## src/rtl/mpccore_sdiv_22s_6ns_16_seq_pkg.sv

```systemverilog
// Shared constants and types for the sequential 22s / 6u -> 16s divider.
// Contents: width constants, saturation limits, iteration count, FSM state type.
package mpccore_div_pkg;

  localparam int unsigned DivW    = 22;  // signed dividend width
  localparam int unsigned DsrW    = 6;   // unsigned divisor width
  localparam int unsigned QuotW   = 16;  // signed quotient width
  localparam int unsigned RemW    = 7;   // signed remainder width (DsrW + 1)
  localparam int unsigned NumIter = 22;  // one restoring step per dividend bit
  localparam int unsigned CntW    = 5;   // holds 0 .. NumIter-1

  localparam int signed QMax = 32767;
  localparam int signed QMin = -32768;

  typedef enum logic [1:0] {
    StIdle,
    StCalc,
    StPost
  } state_e;

endpackage

```

## src/rtl/mpccore_sdiv_22s_6ns_16_seq_if.sv

```systemverilog
// Request/result bundle for the sequential divider.
// master: drives start/din0/din1, observes ready/done/quot/rem/sat/div_zero.
// slave : the divider itself.
interface mpccore_sdiv_22s_6ns_16_seq_if;
  import mpccore_div_pkg::*;

  logic             start;
  logic [DivW-1:0]  din0;      // signed dividend
  logic [DsrW-1:0]  din1;      // unsigned divisor
  logic             ready;
  logic             done;
  logic [QuotW-1:0] quot;      // signed quotient
  logic [RemW-1:0]  rem;       // signed remainder
  logic             sat;
  logic             div_zero;

  modport master (
    output start, din0, din1,
    input  ready, done, quot, rem, sat, div_zero
  );

  modport slave (
    input  start, din0, din1,
    output ready, done, quot, rem, sat, div_zero
  );

endinterface

```

## src/rtl/mpccore_sdiv_22s_6ns_16_seq_step.sv

```systemverilog
// One combinational radix-2 restoring division step.
// i_rem  : partial remainder (always < divisor, so its MSB is zero)
// i_bit  : next dividend bit, MSB first
// i_dsr  : unsigned divisor
// o_rem  : updated partial remainder
// o_q_bit: quotient bit produced by this step
module mpccore_div_step
  import mpccore_div_pkg::*;
(
  input  logic [RemW-1:0] i_rem,
  input  logic            i_bit,
  input  logic [DsrW-1:0] i_dsr,
  output logic [RemW-1:0] o_rem,
  output logic            o_q_bit
);

  logic [RemW-1:0] w_shift;
  logic            w_unused_msb;

  // Remainder stays below the divisor, so dropping its MSB on the shift loses nothing.
  assign w_unused_msb = i_rem[RemW-1];
  assign w_shift      = {i_rem[RemW-2:0], i_bit};
  assign o_q_bit      = (w_shift >= {1'b0, i_dsr});
  assign o_rem        = o_q_bit ? (w_shift - {1'b0, i_dsr}) : w_shift;

endmodule

```

## src/rtl/mpccore_sdiv_22s_6ns_16_seq.sv

```systemverilog
// Sequential signed-by-unsigned divider: 22-bit signed dividend / 6-bit unsigned divisor
// -> 16-bit signed saturated quotient (truncated toward zero) and 7-bit signed remainder.
// Constant latency of 24 ce-enabled cycles from accepted start to done.
// Ports: i_clk, i_reset (async, active low), i_ce (global clock enable),
//        io_bus (start/din0/din1 in; ready/done/quot/rem/sat/div_zero out).
module mpccore_sdiv_22s_6ns_16_seq
  import mpccore_div_pkg::*;
#(
  parameter int unsigned ID = 1
) (
  input  logic                          i_clk,
  input  logic                          i_reset,
  input  logic                          i_ce,
  mpccore_sdiv_22s_6ns_16_seq_if.slave  io_bus
);

  localparam logic signed [DivW:0] QMaxW = (DivW + 1)'(QMax);
  localparam logic signed [DivW:0] QMinW = (DivW + 1)'(QMin);

  // Instance tag only matters to the surrounding netlist.
  logic w_unused_id;
  assign w_unused_id = ^ID;

  state_e                 r_state, w_state_d;
  logic [DivW-1:0]        r_dq, w_dq_d;        // dividend magnitude shifting out, quotient in
  logic [DsrW-1:0]        r_dsr, w_dsr_d;
  logic                   r_sign, w_sign_d;
  logic                   r_dz, w_dz_d;
  logic [RemW-1:0]        r_prem, w_prem_d;    // partial remainder magnitude
  logic [CntW-1:0]        r_cnt, w_cnt_d;
  logic                   r_post_ph, w_post_ph_d;
  logic signed [DivW:0]   r_q_s, w_q_s_d;      // sign-applied quotient before saturation
  logic [RemW-1:0]        r_r_s, w_r_s_d;
  logic                   r_done, w_done_d;
  logic [QuotW-1:0]       r_quot, w_quot_d;
  logic [RemW-1:0]        r_rem, w_rem_d;
  logic                   r_sat, w_sat_d;
  logic                   r_div_zero, w_div_zero_d;

  logic [RemW-1:0]        w_step_rem;
  logic                   w_q_bit;

  mpccore_div_step u_step (
    .i_rem   (r_prem),
    .i_bit   (r_dq[DivW-1]),
    .i_dsr   (r_dsr),
    .o_rem   (w_step_rem),
    .o_q_bit (w_q_bit)
  );

  always_comb begin
    w_state_d    = r_state;
    w_dq_d       = r_dq;
    w_dsr_d      = r_dsr;
    w_sign_d     = r_sign;
    w_dz_d       = r_dz;
    w_prem_d     = r_prem;
    w_cnt_d      = r_cnt;
    w_post_ph_d  = r_post_ph;
    w_q_s_d      = r_q_s;
    w_r_s_d      = r_r_s;
    w_done_d     = 1'b0;
    w_quot_d     = r_quot;
    w_rem_d      = r_rem;
    w_sat_d      = r_sat;
    w_div_zero_d = r_div_zero;

    unique case (r_state)
      StIdle: begin
        if (io_bus.start) begin
          // 0 - (-2^21) wraps to 2^21, which is exactly the unsigned magnitude.
          w_dq_d    = io_bus.din0[DivW-1] ? (-io_bus.din0) : io_bus.din0;
          w_dsr_d   = io_bus.din1;
          w_sign_d  = io_bus.din0[DivW-1];
          w_dz_d    = (io_bus.din1 == '0);
          w_prem_d  = '0;
          w_cnt_d   = '0;
          w_state_d = StCalc;
        end
      end
      StCalc: begin
        w_dq_d   = {r_dq[DivW-2:0], w_q_bit};
        w_prem_d = w_step_rem;
        if (r_cnt == CntW'(NumIter - 1)) begin
          w_cnt_d     = '0;
          w_post_ph_d = 1'b0;
          w_state_d   = StPost;
        end else begin
          w_cnt_d = r_cnt + 1'b1;
        end
      end
      StPost: begin
        if (!r_post_ph) begin
          w_q_s_d     = r_sign ? -$signed({1'b0, r_dq}) : $signed({1'b0, r_dq});
          w_r_s_d     = r_sign ? -r_prem : r_prem;
          w_post_ph_d = 1'b1;
        end else begin
          if (r_dz) begin
            w_quot_d     = r_sign ? QuotW'(QMin) : QuotW'(QMax);
            w_rem_d      = '0;
            w_sat_d      = 1'b1;
            w_div_zero_d = 1'b1;
          end else begin
            w_rem_d      = r_r_s;
            w_div_zero_d = 1'b0;
            if (r_q_s > QMaxW) begin
              w_quot_d = QuotW'(QMax);
              w_sat_d  = 1'b1;
            end else if (r_q_s < QMinW) begin
              w_quot_d = QuotW'(QMin);
              w_sat_d  = 1'b1;
            end else begin
              w_quot_d = r_q_s[QuotW-1:0];
              w_sat_d  = 1'b0;
            end
          end
          w_done_d    = 1'b1;
          w_post_ph_d = 1'b0;
          w_state_d   = StIdle;
        end
      end
      default: w_state_d = StIdle;
    endcase
  end

  always_ff @(posedge i_clk or negedge i_reset) begin
    if (!i_reset) begin
      r_state    <= StIdle;
      r_dq       <= '0;
      r_dsr      <= '0;
      r_sign     <= 1'b0;
      r_dz       <= 1'b0;
      r_prem     <= '0;
      r_cnt      <= '0;
      r_post_ph  <= 1'b0;
      r_q_s      <= '0;
      r_r_s      <= '0;
      r_done     <= 1'b0;
      r_quot     <= '0;
      r_rem      <= '0;
      r_sat      <= 1'b0;
      r_div_zero <= 1'b0;
    end else if (i_ce) begin
      r_state    <= w_state_d;
      r_dq       <= w_dq_d;
      r_dsr      <= w_dsr_d;
      r_sign     <= w_sign_d;
      r_dz       <= w_dz_d;
      r_prem     <= w_prem_d;
      r_cnt      <= w_cnt_d;
      r_post_ph  <= w_post_ph_d;
      r_q_s      <= w_q_s_d;
      r_r_s      <= w_r_s_d;
      r_done     <= w_done_d;
      r_quot     <= w_quot_d;
      r_rem      <= w_rem_d;
      r_sat      <= w_sat_d;
      r_div_zero <= w_div_zero_d;
    end
  end

  assign io_bus.ready    = (r_state == StIdle);
  assign io_bus.done     = r_done;
  assign io_bus.quot     = r_quot;
  assign io_bus.rem      = r_rem;
  assign io_bus.sat      = r_sat;
  assign io_bus.div_zero = r_div_zero;

endmodule

```

## src/flat_wrapper.sv

```systemverilog
// flat-port wrapper written by rule: the top's interface ports become plain ports
module mpccore_sdiv_22s_6ns_16_seq_flat import mpccore_div_pkg::*;
#(
  parameter int unsigned ID = 1
)
  (i_clk, i_reset, i_ce, io_bus_start, io_bus_din0, io_bus_din1, io_bus_ready, io_bus_done, io_bus_quot, io_bus_rem, io_bus_sat, io_bus_div_zero);
  mpccore_sdiv_22s_6ns_16_seq_if io_bus_i ();
  input  logic i_clk;
  input  logic i_reset;
  input  logic i_ce;
  input wire logic [$bits(io_bus_i.start)-1:0] io_bus_start;
  input wire logic [$bits(io_bus_i.din0)-1:0] io_bus_din0;
  input wire logic [$bits(io_bus_i.din1)-1:0] io_bus_din1;
  output wire logic [$bits(io_bus_i.ready)-1:0] io_bus_ready;
  output wire logic [$bits(io_bus_i.done)-1:0] io_bus_done;
  output wire logic [$bits(io_bus_i.quot)-1:0] io_bus_quot;
  output wire logic [$bits(io_bus_i.rem)-1:0] io_bus_rem;
  output wire logic [$bits(io_bus_i.sat)-1:0] io_bus_sat;
  output wire logic [$bits(io_bus_i.div_zero)-1:0] io_bus_div_zero;
  assign io_bus_i.start = io_bus_start;
  assign io_bus_i.din0 = io_bus_din0;
  assign io_bus_i.din1 = io_bus_din1;
  assign io_bus_ready = io_bus_i.ready;
  assign io_bus_done = io_bus_i.done;
  assign io_bus_quot = io_bus_i.quot;
  assign io_bus_rem = io_bus_i.rem;
  assign io_bus_sat = io_bus_i.sat;
  assign io_bus_div_zero = io_bus_i.div_zero;
  mpccore_sdiv_22s_6ns_16_seq #(.ID(ID)) u_core (.i_clk(i_clk), .i_reset(i_reset), .i_ce(i_ce), .io_bus(io_bus_i));
endmodule
```

## config.mk

```make
export PLATFORM = sky130hd
export DESIGN_NAME = mpccore_sdiv_22s_6ns_16_seq_flat
export DESIGN_NICKNAME = d
export VERILOG_FILES = /design/src/rtl/mpccore_sdiv_22s_6ns_16_seq_pkg.sv /design/src/rtl/mpccore_sdiv_22s_6ns_16_seq_if.sv /design/src/rtl/mpccore_sdiv_22s_6ns_16_seq_step.sv /design/src/rtl/mpccore_sdiv_22s_6ns_16_seq.sv /design/src/flat_wrapper.sv
export SDC_FILE = /design/constraint.sdc
export NUM_CORES = 1
export LEC_CHECK = 0
export BUFFER_PORTS_ARGS = -buffer_cell sky130_fd_sc_hd__clkbuf_2
export CAP_MARGIN = 20
export CORE_UTILIZATION = 45
export CTS_BUF_LIST = sky130_fd_sc_hd__clkbuf_8
export CTS_CLUSTER_SIZE = 10
export DETAILED_ROUTE_END_ITERATION = 10
export GPL_TIMING_DRIVEN = 0
export PLACE_DENSITY_LB_ADDON = 0.15
export SLEW_MARGIN = 25
export SYNTH_ARGS = -nofsm -noshare
export SYNTH_HDL_FRONTEND = slang
export SYNTH_HIERARCHICAL = 1
export SYNTH_SLANG_ARGS = --single-unit
```

## constraint.sdc

```tcl
create_clock -name i_clk -period 4.5 [get_ports i_clk]
set_input_delay 0.225 -clock i_clk [delete_from_list [all_inputs] [get_ports i_clk]]
set_output_delay 0.225 -clock i_clk [all_outputs]
set_load 0.05 [all_outputs]
```

Yosys cells after proc, flatten, opt, wreduce, memory -nomap -nowiden. Cells that the tools add are included.

Register bits: 101. Input bits: 32. Output and inout port bits: 27. Word-level logic and storage cells: 69.

Add/sub/neg operators: 5. Magnitude comparators: 3. Eq/ne operators: 6. Mux-type cells: 29. Bitwise logic cells: 1. Reductions and logical operators: 10.

Operators by type and width (number): 2-to-1 mux 16 bit (4); 2-to-1 mux 22 bit (2); case mux 22 bit (2 select lines) (1); 2-to-1 mux 7 bit (4); > comparator 23 x 16 -> 1 bit (second input constant) (1); < comparator 23 x 16 -> 1 bit (second input constant) (1); 2-to-1 mux 23 bit (1); negator 22 -> 23 bit (1); negator 22 bit (1); AND reduction 3 bit (5); case mux 7 bit (2 select lines) (1); 2-to-1 mux 5 bit (2); case mux 5 bit (2 select lines) (1); 2-to-1 mux 1 bit (8); greater-or-equal comparator 7 x 6 -> 1 bit (1); negator 7 bit (1); subtractor 7 x 6 -> 7 bit (1); logical NOT 6 bit (1); 2-to-1 mux 2 bit (3); case mux 2 bit (3 select lines) (1); adder 5 x 1 -> 5 bit (second input constant) (1); equality test 5 bit (second input constant) (1); != test 2 x 1 -> 1 bit (second input constant) (2); AND reduction 4 bit (1); other kinds (7) (8).

Depth between registers and ports, before layout.
Depth in word-level cells: 4. Mapped depth: 9. Depth with buffers taken out: 9.

Cells and area by module. Netlist, hierarchy kept.

By module, submodules not included: mpccore_sdiv_22s_6ns_16_seq (instances 1, cells each 572, area each 5195.0 um2, seq. area each 2527.4 um2); mpccore_div_step (instances 1, cells each 54, area each 422.9 um2, seq. area each 0.0 um2).

Worst setup path before layout. Ideal clock, no wire load.

Path type: reg2reg. Start point: register u_core.r_prem[4]. End point: register u_core.r_prem[2]. Setup time: 0.121 ns. Arrival: 1.951 ns. Data required time: 4.379 ns. Setup slack: 2.428 ns. Cell stages (with the launch flop): 6. Path buffers: 0. Clock period less this slack: 2.072 ns. Path through: dfrtp_1 -> ha_1 -> nand3_1 -> o31ai_4 -> mux2_2 -> a22o_1.

Cells in the longest elaborated chain, start to end: 3.

Ends and longest elaborated chain: start: declaration (line mpccore_sdiv_22s_6ns_16_seq.sv:29) `logic [RemW-1:0] r_prem, w_prem_d;`; start signal: assignment (line mpccore_sdiv_22s_6ns_16_seq.sv:149) `r_prem <= w_prem_d;`; greater-or-equal comparator 7 x 6 -> 1 bit (line mpccore_sdiv_22s_6ns_16_seq_step.sv:23) `assign o_q_bit = (w_shift >= {1'b0, i_dsr});`; via u_core.w_q_bit (line mpccore_sdiv_22s_6ns_16_seq.sv:41) `logic w_q_bit;`; 2-to-1 mux 7 bit (line mpccore_sdiv_22s_6ns_16_seq_step.sv:24) `assign o_rem = o_q_bit ? (w_shift - {1'b0, i_dsr}) : w_shift;`; via u_core.w_step_rem[2] (line mpccore_sdiv_22s_6ns_16_seq.sv:40) `logic [RemW-1:0] w_step_rem;`; case mux 7 bit (2 select lines) (line mpccore_sdiv_22s_6ns_16_seq.sv:68) `unique case (r_state)`.

The timed path passes the listed nets, and every way through them passes these cells. A chain may end at the register's enable or synchronous reset.

Final worst setup path.
Start point: register u_core.r_prem[4]. End point: register u_core.r_prem[4].

The elaborated chain is that of the path after synthesis.

==> flow_summary_export.csv <==
group,metric,value,unit
global_routing,grtUsageMet2,0.335,
detailed_routing,drt-initial-drc-count,305,
layout,drive_above_1_share,0.160,
synthesis,yosys_register_bits,101,
power,p_comb_frac,0.404,
sta,report.final.hold_viol_count,0,
detailed_routing,viasPerCell,5.49,
sta,fin_setup_tns,0,ns
global_routing,grt_usage,0.219,
sta,worst_pin_slew,0.619,ns
worst_setup_path,rr_startpoint,"u_core/r_prem[4]",
worst_setup_path,cp_max_fo,8,
worst_setup_path,critPathRequiredTime,4.77,ns
floorplanning,dieWidth,114,um
sta,setup_ws,2.10,ns
layout,syn2layout_area_growth,13.9,%
floorplanning,rows,40,
synthesis,synth_enable_flop_cells,0,
synthesis,syn_inst,626,
global_routing,grt_pass1_vias,4474,
synthesis,synthDistinctLibCells,56,
synthesis,yosysMostFrequentCell,"nand2_1",
cts,h-tree-depth,3,
cts,clkTransAtPathRegs,0.10,ns
power,net-switching-power,1.34,mW
global_routing,grt_pass1_wl,22100,um
cts,cts_made_buffers,9,
global_routing,antenna_found_initial,0,
placement,portBuffers,57,
synthesis,avgSynthCellArea,8.97,um2
sta,holdWs,0.0437,ns
sta,max_freq,417,MHz
floorplanning,die_h,114,um
power,worst_ir_drop_vdd,258,uV
power,swShare,0.402,
placement,hpwl,10100,um
synthesis,yosys_most_used_dff,"dfrtp_1",
flow_run,cap_violations,0,
status,status,"completed",
synthesis,yosys_warnings,6,
power,p_clk_frac,0.205,
floorplanning,dieArea,0.0129,mm2
sta,fin_crit_sh,0.533,
cts,cts_sinks,101,
synthesis,synth_top_area_share,0.450,
synthesis,synthArstFlopShare,1.00,
global_routing,use_met1,0.309,
sta,slew_headroom,0.587,
synthesis,netlist_area,0.00562,mm2
cts,clk_latency,0.38,ns
layout,final_util,0.528,
worst_setup_path,start_kind,"register",
power,p_per_area,522,mW/mm2
worst_hold_path,hold_start,"io_bus_din1[0]",
worst_setup_path,endpoint_kind,"register",
cts,clock_path_buffers,2,
cts,tritoncts,"built",
global_routing,gr-usage-met3,0.0335,
worst_setup_path,reg2reg_slack,2.10,ns
power,p_leak,2.89,nW
cts,postCtsSetupBuffers,0,
detailed_routing,vias,4770,
worst_hold_path,hp-class,"input port to register",
detailed_routing,post_drt_wl_per_cell,15.4,um
sta,rsz0062_at_grt,"no",
global_routing,grt_max_degree,54,
floorplanning,start_util,0.464,
placement,globalplace.congestion,0.843,
synthesis,yosysSeqAreaShare,0.450,
detailed_routing,drc,0,
power,power_report.internal_total,2.00,mW
synthesis,synthTopCellsByArea,"dfrtp_1 (45%), nand2_1 (8.0%), xor2_1 (6.2%), o21ai_0 (5.4%), a21oi_1 (3.2%)",
cts,cts_hold_buffers,1,
global_routing,grt_overflow,0,
floorplanning,pin_count,59,
layout,n_antenna_cell,0,
sta,fin_crit,2.40,ns
detailed_routing,drt-pass1-iter-count,5,
power,seq_power_share,0.391,
placement,dp_slack,2.16,ns
sta,finalMaxSlewViolations,0,
floorplanning,coreArea,0.0121,mm2
synthesis,synth_nets,671,
worst_setup_path,cp-startpoint,"u_core/r_prem[4]",
cts,cts_root_buf,"clkbuf_8",
cts,post_cts_resized,0,
sta,fin_skew,0.00768,ns
detailed_routing,drt-total-wl,13400,um
layout,num-nets-final,741,
sta,setup_viol,0,
global_routing,grt.busiest_layer,"met2",
synthesis,synthTopCellsByCount,"nand2_1 (120), dfrtp_1 (101), o21ai_0 (61)",
synthesis,synth_top_cell_by_area,"dfrtp_1",
worst_setup_path,arrival,2.67,ns
worst_setup_path,critical_path_class,"register to register",
detailed_routing,drtAntennaViolNets,0,
-- stage by stage --
step | total power [mW] | area (um2) | cells
after floorplan | 2.28 | 5620 | 626
after global placement | 2.60 | 6110 | 851
after detailed placement | 2.65 | 6150 | 852
after CTS | 3.35 | 6400 | 869
after global routing | 3.56 | 6400 | 869
final | 3.34 | 6400 | 869
-- power by group through the flow --
stage | clock network [mW] | registers, mW | logic, mW
after global placement | 0 | 1.31 | 1.29
after global routing | 0.737 | 1.33 | 1.49
after floorplan | 0 | 1.25 | 1.03
after detailed placement | 0 | 1.32 | 1.33
final | 0.687 | 1.31 | 1.35
after CTS | 0.706 | 1.30 | 1.34
-- path summary, 6_finish.rpt --
check                      cells past startpoint                     to
setup / recovery                               5       u_core/r_prem[4]
hold / removal                                 3        u_core/r_dsr[0]
setup reg to reg                               5       u_core/r_prem[4]
hold reg to reg                                2        u_core/r_dsr[4]
max in group asynchronous                      3  u_core/io_bus.quot[4]
min in group asynchronous                      2   u_core/io_bus.rem[4]
-- worst max-delay path, cell delays in order, from the launching register on --
cell     delay [ns]
dfrtp_1        0.46
ha_1           0.47
nand3_1        0.21
o31ai_4        0.55
mux2_2         0.39
a22o_1         0.21
-- layout by cell type (no fill, tap or decap), types with 6 or more instances in the layout --
| cell type | Yosys | layout |
|---|---|---|
| nand2b_1 | 6 | 6 |
| dfrtp_1 | 101 | 101 |
| nor2_1 | 44 | 44 |
| a22o_1 | 6 | 6 |
| ha_1 | 12 | 12 |
| o21ai_1 | 19 | 19 |
| clkbuf_2 | 0 | 56 |
| inv_1 | 20 | 21 |
| mux2i_1 | 6 | 6 |
| o31ai_1 | 13 | 13 |
| clkbuf_1 | 19 | 19 |
| nand3_1 | 12 | 12 |
| clkbuf_8 | 0 | 10 |
| a21oi_1 | 36 | 36 |
| o211ai_1 | 6 | 6 |
| nor3_1 | 7 | 7 |
| o21ai_0 | 61 | 61 |
| o41ai_2 | 9 | 9 |
| buf_2 | 13 | 13 |
| xor2_1 | 40 | 40 |
| xnor2_1 | 6 | 6 |
| nand2_1 | 120 | 120 |
-- sequential cells by signal, summed over array words and instances, names as in the netlist --
name,count
u_core/r_q_s,23
u_core/io_bus.sat,1
u_core/r_dsr,6
u_core/r_prem,7
u_core/io_bus.done,1
u_core/io_bus.rem,7
u_core/r_sign,1
u_core/io_bus.div_zero,1
u_core/r_post_ph,1
u_core/r_dz,1
u_core/r_state,2
u_core/r_cnt,5
u_core/io_bus.quot,16
u_core/r_dq,22
u_core/r_r_s,7
-- final cells by class --
type                            count  area [um2]
Clock inverter                      7         115
Multi-Input combinational cell    469        2860
Tap cell                          168         210
Sequential cell                   101        2530
Buffer                             35         148
Inverter                           21        78.8
Fill cell                        1182        5710
Timing Repair Buffer               59         332
Clock buffer                        9         124
-- metal layers --
metal,part of all wire,up-vias
met1,0.50,2285
met4,0.022,0
met2,0.44,135
li1,-,2327
met3,0.044,23
met5,0,-
-- kinds of logic after synthesis --
| logic type | after synthesis | share of synthesized area |
|---|---|---|
| AOI/OAI and AO/OA | 173 | 0.198 |
| xor gates and xnor gates | 46 | 0.0717 |
| adders and majority gates | 13 | 0.0303 |
| buffers and inverters | 56 | 0.0403 |
| DFF | 101 | 0.450 |
| muxes | 10 | 0.0187 |
| and+or+nand+nor | 227 | 0.191 |
(Power assumes the default switching activity.)
